[src/rtl/cpu_defs.sv]
// Shared TLB types: index/entry types, op encoding, EntryHi/EntryLo field offsets and
// pack/unpack helpers between CP0 register words and the packed TLB entry.
package cpu_defs;

  localparam int unsigned TlbEntriesDef = 16;
  localparam int unsigned TlbIdxW       = $clog2(TlbEntriesDef);

  typedef logic [TlbIdxW-1:0] tlb_index_t;

  typedef enum logic [1:0] {
    OpTlbr  = 2'b00,
    OpTlbwi = 2'b01,
    OpTlbwr = 2'b10,
    OpTlbp  = 2'b11
  } tlb_op_t;

  localparam int unsigned HiVpn2Lsb = 13;
  localparam int unsigned HiAsidLsb = 0;
  localparam int unsigned LoPfnLsb  = 6;
  localparam int unsigned LoCLsb    = 3;
  localparam int unsigned LoDBit    = 2;
  localparam int unsigned LoVBit    = 1;
  localparam int unsigned LoGBit    = 0;

  typedef struct packed {
    logic [18:0] vpn2;
    logic [7:0]  asid;
    logic        g;
    logic [19:0] pfn0;
    logic [2:0]  c0;
    logic        d0;
    logic        v0;
    logic [19:0] pfn1;
    logic [2:0]  c1;
    logic        d1;
    logic        v1;
  } tlb_entry_t;

  // A TLB entry is global only if both halves are marked global.
  function automatic tlb_entry_t pack_entry(input logic [31:0] hi, input logic [31:0] lo0,
                                            input logic [31:0] lo1);
    tlb_entry_t e;
    e.vpn2 = hi[HiVpn2Lsb +: 19];
    e.asid = hi[HiAsidLsb +: 8];
    e.g    = lo0[LoGBit] & lo1[LoGBit];
    e.pfn0 = lo0[LoPfnLsb +: 20];
    e.c0   = lo0[LoCLsb +: 3];
    e.d0   = lo0[LoDBit];
    e.v0   = lo0[LoVBit];
    e.pfn1 = lo1[LoPfnLsb +: 20];
    e.c1   = lo1[LoCLsb +: 3];
    e.d1   = lo1[LoDBit];
    e.v1   = lo1[LoVBit];
    return e;
  endfunction

  function automatic logic [31:0] hi_word(input logic [18:0] vpn2, input logic [7:0] asid);
    return {vpn2, 5'b0, asid};
  endfunction

  function automatic logic [31:0] lo_word(input logic [19:0] pfn, input logic [2:0] c,
                                          input logic d, input logic v, input logic g);
    return {6'b0, pfn, c, d, v, g};
  endfunction

endpackage

[src/rtl/tlb_random_reg.sv]
// CP0 Random register: free-running down-counter that wraps to the top entry at Wired
// and reloads whenever Wired is written.
module tlb_random_reg #(
  parameter int unsigned TLB_ENTRIES = 16,
  parameter int unsigned IDX_W       = $clog2(TLB_ENTRIES)
) (
  input  logic             clk,
  input  logic             reset,
  input  logic [IDX_W-1:0] wired,
  input  logic             wired_we,
  output logic [IDX_W-1:0] random
);

  localparam logic [IDX_W-1:0] TopIdx = IDX_W'(TLB_ENTRIES - 1);

  logic [IDX_W-1:0] random_q, random_d;

  // Using <= on the wrap test keeps Random at or above Wired even if Wired moves up.
  always_comb begin
    random_d = random_q - IDX_W'(1);
    if (wired_we || (random_q <= wired) || (wired >= TopIdx)) begin
      random_d = TopIdx;
    end
  end

  always_ff @(posedge clk) begin
    if (reset) begin
      random_q <= TopIdx;
    end else begin
      random_q <= random_d;
    end
  end

  assign random = random_q;

endmodule

[src/rtl/tlb_op_unit.sv]
// TLB maintenance initiator: runs TLBR/TLBWI/TLBWR/TLBP against the MMU and returns
// CP0 writeback data plus a pipeline flush request for TLB-changing ops.
module tlb_op_unit
  import cpu_defs::*;
#(
  parameter int unsigned TLB_ENTRIES = TlbEntriesDef,
  parameter int unsigned IDX_W       = $clog2(TLB_ENTRIES)
) (
  input  logic             clk,
  input  logic             reset,
  input  logic             op_valid,
  input  logic [1:0]       op_type,
  output logic             op_ready,
  input  logic [31:0]      cp0_index,
  input  logic [31:0]      cp0_entry_hi,
  input  logic [31:0]      cp0_entry_lo0,
  input  logic [31:0]      cp0_entry_lo1,
  input  logic [IDX_W-1:0] cp0_wired,
  input  logic             cp0_wired_we,
  output logic [IDX_W-1:0] random,
  output logic [IDX_W-1:0] tlbrw_index,
  output logic             tlbrw_we,
  output tlb_entry_t       tlbrw_wdata,
  input  tlb_entry_t       tlbrw_rdata,
  output logic [31:0]      tlbp_entry_hi,
  input  logic [31:0]      tlbp_index,
  output logic             res_valid,
  output logic             res_index_we,
  output logic [31:0]      res_index,
  output logic             res_entry_we,
  output logic [31:0]      res_entry_hi,
  output logic [31:0]      res_entry_lo0,
  output logic [31:0]      res_entry_lo1,
  output logic             pipe_flush
);

  typedef enum logic [2:0] {StIdle, StRead, StWrite, StProbe, StResp} state_e;

  state_e           state_q, state_d;
  tlb_op_t          op_q, op_in;
  logic             accept, resp;
  logic [IDX_W-1:0] idx_q;
  logic [31:0]      hi_q, probe_q;
  tlb_entry_t       wdata_q, rdata_q;

  tlb_random_reg #(
    .TLB_ENTRIES(TLB_ENTRIES),
    .IDX_W      (IDX_W)
  ) u_random (
    .clk     (clk),
    .reset   (reset),
    .wired   (cp0_wired),
    .wired_we(cp0_wired_we),
    .random  (random)
  );

  assign op_in  = tlb_op_t'(op_type);
  assign accept = op_valid && (state_q == StIdle);

  always_comb begin
    state_d = state_q;
    case (state_q)
      StIdle: begin
        if (op_valid) begin
          case (op_in)
            OpTlbr:          state_d = StRead;
            OpTlbwi, OpTlbwr: state_d = StWrite;
            default:         state_d = StProbe;
          endcase
        end
      end
      StRead, StWrite, StProbe: state_d = StResp;
      default:                  state_d = StIdle;
    endcase
  end

  // TLBWR captures Random in the accept cycle, so a same-cycle Wired write cannot move it.
  always_ff @(posedge clk) begin
    if (reset) begin
      state_q <= StIdle;
      op_q    <= OpTlbr;
      idx_q   <= '0;
      hi_q    <= '0;
      wdata_q <= '0;
      rdata_q <= '0;
      probe_q <= '0;
    end else begin
      state_q <= state_d;
      if (accept) begin
        op_q    <= op_in;
        idx_q   <= (op_in == OpTlbwr) ? random : cp0_index[IDX_W-1:0];
        hi_q    <= cp0_entry_hi;
        wdata_q <= pack_entry(cp0_entry_hi, cp0_entry_lo0, cp0_entry_lo1);
      end
      if (state_q == StRead) rdata_q <= tlbrw_rdata;
      if (state_q == StProbe) probe_q <= tlbp_index;
    end
  end

  // Strobes are masked by reset so an op aborted mid-flight has no visible effect.
  assign resp          = (state_q == StResp) && !reset;
  assign op_ready      = (state_q == StIdle);
  assign tlbrw_we      = (state_q == StWrite) && !reset;
  assign tlbrw_index   = idx_q;
  assign tlbrw_wdata   = wdata_q;
  assign tlbp_entry_hi = hi_q;

  assign res_valid     = resp;
  assign res_index_we  = resp && (op_q == OpTlbp);
  assign res_entry_we  = resp && (op_q == OpTlbr);
  assign pipe_flush    = resp && (op_q != OpTlbp);
  assign res_index     = probe_q;
  assign res_entry_hi  = hi_word(rdata_q.vpn2, rdata_q.asid);
  assign res_entry_lo0 = lo_word(rdata_q.pfn0, rdata_q.c0, rdata_q.d0, rdata_q.v0, rdata_q.g);
  assign res_entry_lo1 = lo_word(rdata_q.pfn1, rdata_q.c1, rdata_q.d1, rdata_q.v1, rdata_q.g);

  logic unused_index_bits;
  assign unused_index_bits = ^cp0_index[31:IDX_W];

endmodule

[config.mk]
export PLATFORM = sky130hd
export DESIGN_NAME = tlb_op_unit
export DESIGN_NICKNAME = d
export VERILOG_FILES = /design/src/rtl/cpu_defs.sv /design/src/rtl/tlb_random_reg.sv /design/src/rtl/tlb_op_unit.sv
export SDC_FILE = /design/constraint.sdc
export NUM_CORES = 1
export LEC_CHECK = 0
export CORE_AREA = 4 4 193 195
export DETAILED_ROUTE_END_ITERATION = 16
export DIE_AREA = 0 0 197 199
export SYNTH_ARGS = -nofsm -noshare
export SYNTH_HDL_FRONTEND = slang
export SYNTH_SLANG_ARGS = --single-unit
[constraint.sdc]
create_clock -name clk -period 1.54 [get_ports clk]
set_input_delay 0.308 -clock clk [delete_from_list [all_inputs] [get_ports clk]]
set_output_delay 0.308 -clock clk [all_outputs]
set_load 0.02 [all_outputs]
==> results of run 1 <==
-- layout by cell type, fill, tap and decap left out, types with 3 or more instances in the layout --
| master | netlist | routed |
|---|---|---|
| buf_4 | 45 | 13 |
| clkdlybuf4s15_2 | 0 | 70 |
| a211oi_1 | 4 | 4 |
| dfxtp_2 | 0 | 6 |
| buf_2 | 17 | 3 |
| buf_6 | 6 | 23 |
| o211ai_1 | 4 | 4 |
| buf_12 | 0 | 31 |
| clkbuf_1 | 47 | 7 |
| a21oi_2 | 0 | 164 |
| clkinvlp_4 | 0 | 3 |
| dlygate4sd2_1 | 0 | 48 |
| inv_1 | 8 | 8 |
| nor2_1 | 7 | 5 |
| buf_8 | 0 | 8 |
| clkbuf_8 | 0 | 6 |
| dfxtp_1 | 206 | 199 |
| clkbuf_16 | 0 | 36 |
| mux2i_1 | 4 | 4 |
| nand2_1 | 380 | 180 |
| conb_1 | 1 | 17 |
| clkdlybuf4s50_1 | 0 | 206 |
| ha_1 | 7 | 7 |
| a21oi_1 | 196 | 31 |
| clkdlybuf4s15_1 | 0 | 109 |
| nand2_4 | 0 | 155 |
| nand2_2 | 10 | 55 |
| buf_16 | 0 | 19 |
-- cell usage after synthesis --
cell type,instances
a21oi_1,196
a21o_1,1
nand2_2,10
nor4b_1,1
nand4_1,2
o211a_1,1
conb_1,1
mux2i_1,4
nand3_1,1
clkbuf_1,47
buf_6,6
and3b_1,1
o211ai_1,4
nor4b_2,1
nor3b_2,1
nor3_1,6
a211oi_1,4
dfxtp_1,206
or3b_1,1
buf_4,45
nand2_1,380
nand3b_1,2
xnor2_1,2
or4b_4,1
buf_2,17
nor2_1,7
inv_1,8
and3_1,1
nor2b_1,1
buf_1,1
ha_1,7
-- registers in the layout (all words and copies together), names as in the netlist --
register and flops:
tlbp_entry_hi 32, tlbrw_wdata 51, res_entry_lo1 25, res_entry_lo0 26
res_entry_hi 27, tlbrw_index 4, op_q 2, u_random.random 4
state_q 3, res_index 32
-- tightest hold or removal path, stage by stage --
cell,delay [ps]
clkdlybuf4s50_1,390
nand2_1,50
a21oi_1,50
-- per-stage QoR --
stage	utilization [%]	TNS [ps]	instances	power [uW]
floorplan	-	-561	982	7010
global placement	35.5	-32110	1807	8410
detailed placement	35.5	-34600	1807	8430
CTS	42.7	-43060	1901	15100
global route	47.2	-56070	1914	16000
finish	47.2	-38990	1914	15400
-- path summary, 6_finish.rpt --
path / startpoint / endpoint
max: state_q[0] / res_entry_we
min: tlbrw_rdata[27] / res_entry_lo0[3]
max reg2reg: state_q[2] / tlbrw_wdata[32]
min reg2reg: res_entry_lo0[5] / res_entry_lo0[5]
-- logic make-up after synthesis --
| kind of cell | Yosys count |
|---|---|
| xor gates and xnor gates | 2 |
| DFF | 206 |
| muxes | 4 |
| and+or+nand+nor | 416 |
| buffers and inverters | 124 |
| other | 1 |
| adders and majority gates | 7 |
| AOI/OAI and AO/OA | 206 |
-- power groups by stage --
stage               Combinational [uW]  Clock (uW)  Sequential [uW]
detailed placement                2570           0             5860
finish                            3720        5850             5810
CTS                               3300        6070             5770
global route                      3920        6240             5840
global placement                  2560           0             5850
floorplan                          867           0             6140
-- per-layer routing --
layer | vias to the layer above | routed length (um) | track usage (%)
li1 | 4001 | - | -
met1 | 4009 | 13700 | 18.2
met2 | 351 | 18900 | 30.0
met3 | 58 | 3040 | 5.35
met4 | 0 | 1160 | 4.78
met5 | - | 0 | 0
-- layout make-up --
cell class / count / share of cell area (%)
Antenna cell: 1 / 0.0150
Timing Repair Buffer: 539 / 37.2
Clock buffer: 40 / 4.69
Clock inverter: 6 / 0.247
Sequential cell: 206 / 24.7
Tap cell: 461 / 3.45
Multi-Input combinational cell: 653 / 29.5
Inverter: 8 / 0.180
-- repair_timing --
| action | in CTS | in global routing |
|---|---|---|
| buffers inserted | 27 | 12 |
| resized for setup | 763 | 401 |
| setup endpoints to repair | 364 | 335 |
| cloned | 23 | 11 |
| hold buffers | 0 | 0 |
| pin swaps | 125 | 197 |
==> metrics.txt, run 1 <==
crit path time final ~1800 ps; sequential fraction of the synthesis area 53.6%; unrepaired setup endpoints after global routing true; mapped cell area between 7000 and 8000 um^2; Hold Crit Class in2reg; area post-placement 12,600 um^2; Compound-Gate Fraction of Synth Area 13.8%; fin crit share 119%; CP Launch Type flip-flop; WL per Instance 19.2 um; row count 69; largest area contributor in the synthesized netlist dfxtp_1; gr usage total 16.4%; Clock Tree Root clkbuf_16; Post-DP HPWL around 22,000 um; design area 16,700 um^2; Seq. cell area 4140 um^2; via count of the first global-routing pass 8,444; Worst-Margin Slew 968 ps; hold-critical path depth 3; Cells after Synth about 970; Congestion Overflow GR 0; final setup violation count around 250; die area 39,200 um^2; Num CTS Buffers 26; # DRC 0; largest family of logic cells by synthesized area simple AND/OR/NAND/NOR gates; adder-cell share of the synthesized area 1.14%; final net count between 1,500 and 2,000; WL final 36,800 um; multi-input logic area 4930 um^2; gp weighted congestion 0.807; worst vdd ir 0.773 mV; Post-Synth XOR/XNOR Area 0.228%; final hold violation count 0; synthesis warning total 0; Boundary Pins 500; Top delay family on crit path simple AND/OR/NAND/NOR gates; CP max stage cell dfxtp_2; DR vias/cell 4.40; Worst Setup End Kind primary output; Place WS -360 ps; Initial Util 21.7%; logic gate share of total power roughly a quarter; vias roughly 8,400; status finished, violations left; Worst-Skew Late Latency ~530 ps; clock skew 6.32 ps; CP max FO 4; Peak Freq 544 MHz; Sequential Power Share 37.8%; max-slew violation count 0; Slew HR 35.5%; hold_ws 322 ps; # port buffers about 440; failing checks negative setup slack; largest net degree at the start of global routing between 100 and 150; clock power share 38.0%; die height 199 um; Max-cap violations 0; Critical Path RT between 1000 and 1500 ps; Synth Area in Simple Gates a little over a fifth; Seq cells post-synth 206; leakage 0.00694 uW; clock slew at reported path FFs ~60 ps; buffers and inverters on the worst path 2; clock sinks 206; most frequent CP cell buf_6; DRT iter0 DRCs 196; CP arrival 1530 ps; share of layout cells above drive strength 1 42.1%; total stage count of the critical path 5; first-pass GRT wire length about 50,000 um; CTS H-tree depth 1; mean post-synth cell area 7.96 um^2; Synth cell types 31; Max Root-Sink Buffers 3; CTS tree yes; core area ~35,000 um^2; # fillers 3,258; critical path type reg2out; 1st-pass router iterations 4; Int Pwr 10,900 uW; P_sw 4440 uW; Area Growth Syn to Fin 117%; PD cells 920 nW/um^2; slowest stage delay, CP about 340 ps; worst-path cell chain nor2_4 > nand3b_1 > buf_6 > nor3_4 > buf_6; Yosys top cell area share between 50% and 60%; chip width 197 um; initial antenna violation count 1; post-synthesis mux area share less than 1%; setup ws final -299 ps; Reg2Reg Depth 10; sw frac between 20% and 30%; R2R setup slack -270 ps; post-route ant nets 0; top area cells in the synthesized netlist dfxtp_1 (54%), nand2_1 (19%), a21oi_1 (13%), buf_4 (4.4%), clkbuf_1 (2.3%)
No activity file was read; power rests on OpenSTA's default activity.
==> run 2: changes to the inputs <==
--- a/config.mk
+++ b/config.mk
@@ -8,6 +8,7 @@
 export CORE_AREA = 4 4 193 195
 export DETAILED_ROUTE_END_ITERATION = 16
 export DIE_AREA = 0 0 197 199
+export RECOVER_POWER = 100
 export SYNTH_ARGS = -nofsm -noshare
 export SYNTH_HDL_FRONTEND = slang
 export SYNTH_SLANG_ARGS = --single-unit
==> run 2 against run 1 <==
The run still ends with negative setup slack left; global-route usage unchanged; largest cell class unchanged; critical endpoint unchanged; register-to-register slack about the same; sequential power about the same; first-iteration DRC count unchanged; utilization about the same; sequential share of layout area about the same; critical path depth unchanged; clock power about the same.
==> metrics.txt, run 2 (same netlist as run 1, synthesis figures left out) <==
Hold Crit Class in2reg; most frequent CP cell buf_6; 1st-pass router iterations 4 (unchanged); Congestion Overflow GR 0 (unchanged); Slew HR 35.5% (-0.036 points); CTS tree yes; die area 39,200 um^2 (unchanged); slowest stage delay, CP 340 ps (about the same); overall power 15,400 uW (about the same); fin crit share 119% (about the same); commonest non-fill, non-tap cells in the layout clkdlybuf4s50_1 (206), dfxtp_1 (199), nand2_1 (180); buffers and inverters on the worst path 2 (unchanged); final hold violation count 0 (unchanged); Worst R2R Start state_q[2]; DRT iter0 DRCs 196 (unchanged); # port buffers 442 (unchanged); routed length on met3 3030 um (-0.23%); PD cells 920 nW/um^2 (about the same); highest metal used met4; chip width 197 um (unchanged); # fillers 3,263 (+0.15%); DR vias/cell 4.40 (about the same); largest net degree at the start of global routing 137 (unchanged); gr usage total 16.4% (unchanged); core area 35,400 um^2 (unchanged); failing checks negative setup slack; row count 69 (unchanged); Num CTS Buffers 26 (unchanged); CTS Hold Bufs 0 (unchanged); Max-cap violations 0 (unchanged); Initial Util 21.7% (unchanged); Reg2Reg Depth 10 (unchanged); met2 WL 18,900 um (about the same); Sequential Power Share 37.8% (about the same); hold-critical path depth 3 (unchanged); worst vdd ir 0.773 mV (about the same); Worst Setup End Kind primary output; CP arrival 1530 ps (about the same); P_sw 4450 uW (about the same); Largest register FFs 51 (unchanged); Critical Path RT 1230 ps (about the same); CP max stage cell dfxtp_2; Worst-Margin Slew 968 ps (+0.540 ps); Top delay family on crit path simple AND/OR/NAND/NOR gates; Place WS -360 ps (unchanged); Area Growth Syn to Fin 117%; clock power share 38.0% (about the same); CP max FO 4 (unchanged); Max Root-Sink Buffers 3 (unchanged); final setup violation count 247 (unchanged); CTS H-tree depth 1 (unchanged); met1 WL 13,800 um (+0.15%); clock slew at reported path FFs 60 ps (about the same); dpl cells 1,807 (unchanged); hold_sp tlbrw_rdata[27]; hold-critical path endpoint res_entry_lo0[3]; via count of the first global-routing pass 8,444 (unchanged); Boundary Pins 500 (unchanged); share of layout cells above drive strength 1 41.9% (-0.14 points); logic gate share of total power 24.2% (about the same); WL per Instance 19.2 um (about the same); fin cells 1,914 (unchanged); # DRC 0 (unchanged); WL final 36,800 um (about the same); crit path time final 1840 ps (+0.0240 ps); clock skew 6.34 ps (+0.0184 ps); max-slew violation count 0 (unchanged); unrepaired setup endpoints after global routing true; worst-path cell chain nor2_4 > nand3b_1 > buf_6 > nor3_4 > buf_6; most common cell after layout, fill and taps aside clkdlybuf4s50_1; vias 8,422 (+0.036%); critical path type reg2out; die height 199 um (unchanged); Int Pwr 10,900 uW (about the same); Worst-Skew Late Latency 530 ps (about the same); R2R setup slack -270 ps (about the same); sw frac 28.9% (about the same); status finished, violations left; initial antenna violation count 1 (unchanged); final net count 1,689 (unchanged); clock sinks 206 (unchanged); Clock Tree Root clkbuf_16; Post-DP HPWL 21,600 um (unchanged); RR Endpoint tlbrw_wdata[32]; post-route ant nets 0 (unchanged); Peak Freq 544 MHz (about the same); leakage 0.00694 uW (about the same); first-pass GRT wire length 50,100 um (unchanged); gp weighted congestion 0.807 (unchanged); setup ws final -299 ps (-0.0240 ps); CP Launch Type flip-flop
run 2: cell types whose count changed in the layout (fill, tap and decap cells not counted):
cell and delta:
buf_4 -1, buf_2 -1, clkbuf_2 +2, clkbuf_1 +2, clkdlybuf4s15_2 -2
run 2: stage by stage:
stage	hold slack, ps	utilization [%]	cell area [um^2]	setup TNS [ps]
finish	322	47.2	16700	-39020
floorplan	444	-	7770	-561
global placement	438	35.5	12600	-32110
CTS	286	42.7	15100	-43060
detailed placement	445	35.5	12600	-34600
global route	307	47.2	16700	-56070
run 2: power groups by stage:
| stage | clock, uW | sequential [uW] | combinational [uW] |
|---|---|---|---|
| 2_1_floorplan | 0 | 6140 | 867 |
| 3_3_place_gp | 0 | 5850 | 2560 |
| 3_5_place_dp | 0 | 5860 | 2570 |
| 4_1_cts | 6070 | 5770 | 3300 |
| 5_1_grt | 6240 | 5840 | 3910 |
| 6_report | 5850 | 5810 | 3720 |
run 2: area by class of cell:
class / instances / area, um^2 / area share, %
clock buffers: 40 / 785 / 4.70
flip-flops and latches: 206 / 4140 / 24.8
multi-input cells: 653 / 4930 / 29.5
repair buffers: 539 / 6200 / 37.1
well taps: 461 / 577 / 3.45
diodes: 1 / 2.50 / 0.0150
inverters: 8 / 30.0 / 0.180
clock inverters: 6 / 41.3 / 0.247
run 2: repair_timing:
item	4_1_cts	5_1_grt
setup endpoints to repair	364	335
cloned	23	11
pin swaps	125	197
setup buffers	27	12
gates resized for setup	763	401
run 2: worst max-delay path by stage:
stage	start	end	slack [ps]	cells after the start
after floorplan	state_q[1]	tlbp_entry_hi[15]	-30	7
after global placement	reset	res_entry_we	-390	5
after detailed placement	reset	res_entry_we	-360	5
after CTS	state_q[1]	res_entry_we	-320	5
after global routing	state_q[0]	res_entry_we	-350	5
final	state_q[0]	res_entry_we	-300	5
run 2: tightest hold or removal path: stages:
cell             delay, ps
clkdlybuf4s50_1        390
nand2_1                 50
a21oi_1                 50
run 2: per-layer routing:
metal	up-vias	GRT usage, %
met5	-	0
met3	58	5.35
met1	4014	18.2
met4	0	4.78
met2	350	30.0
li1	4000	-
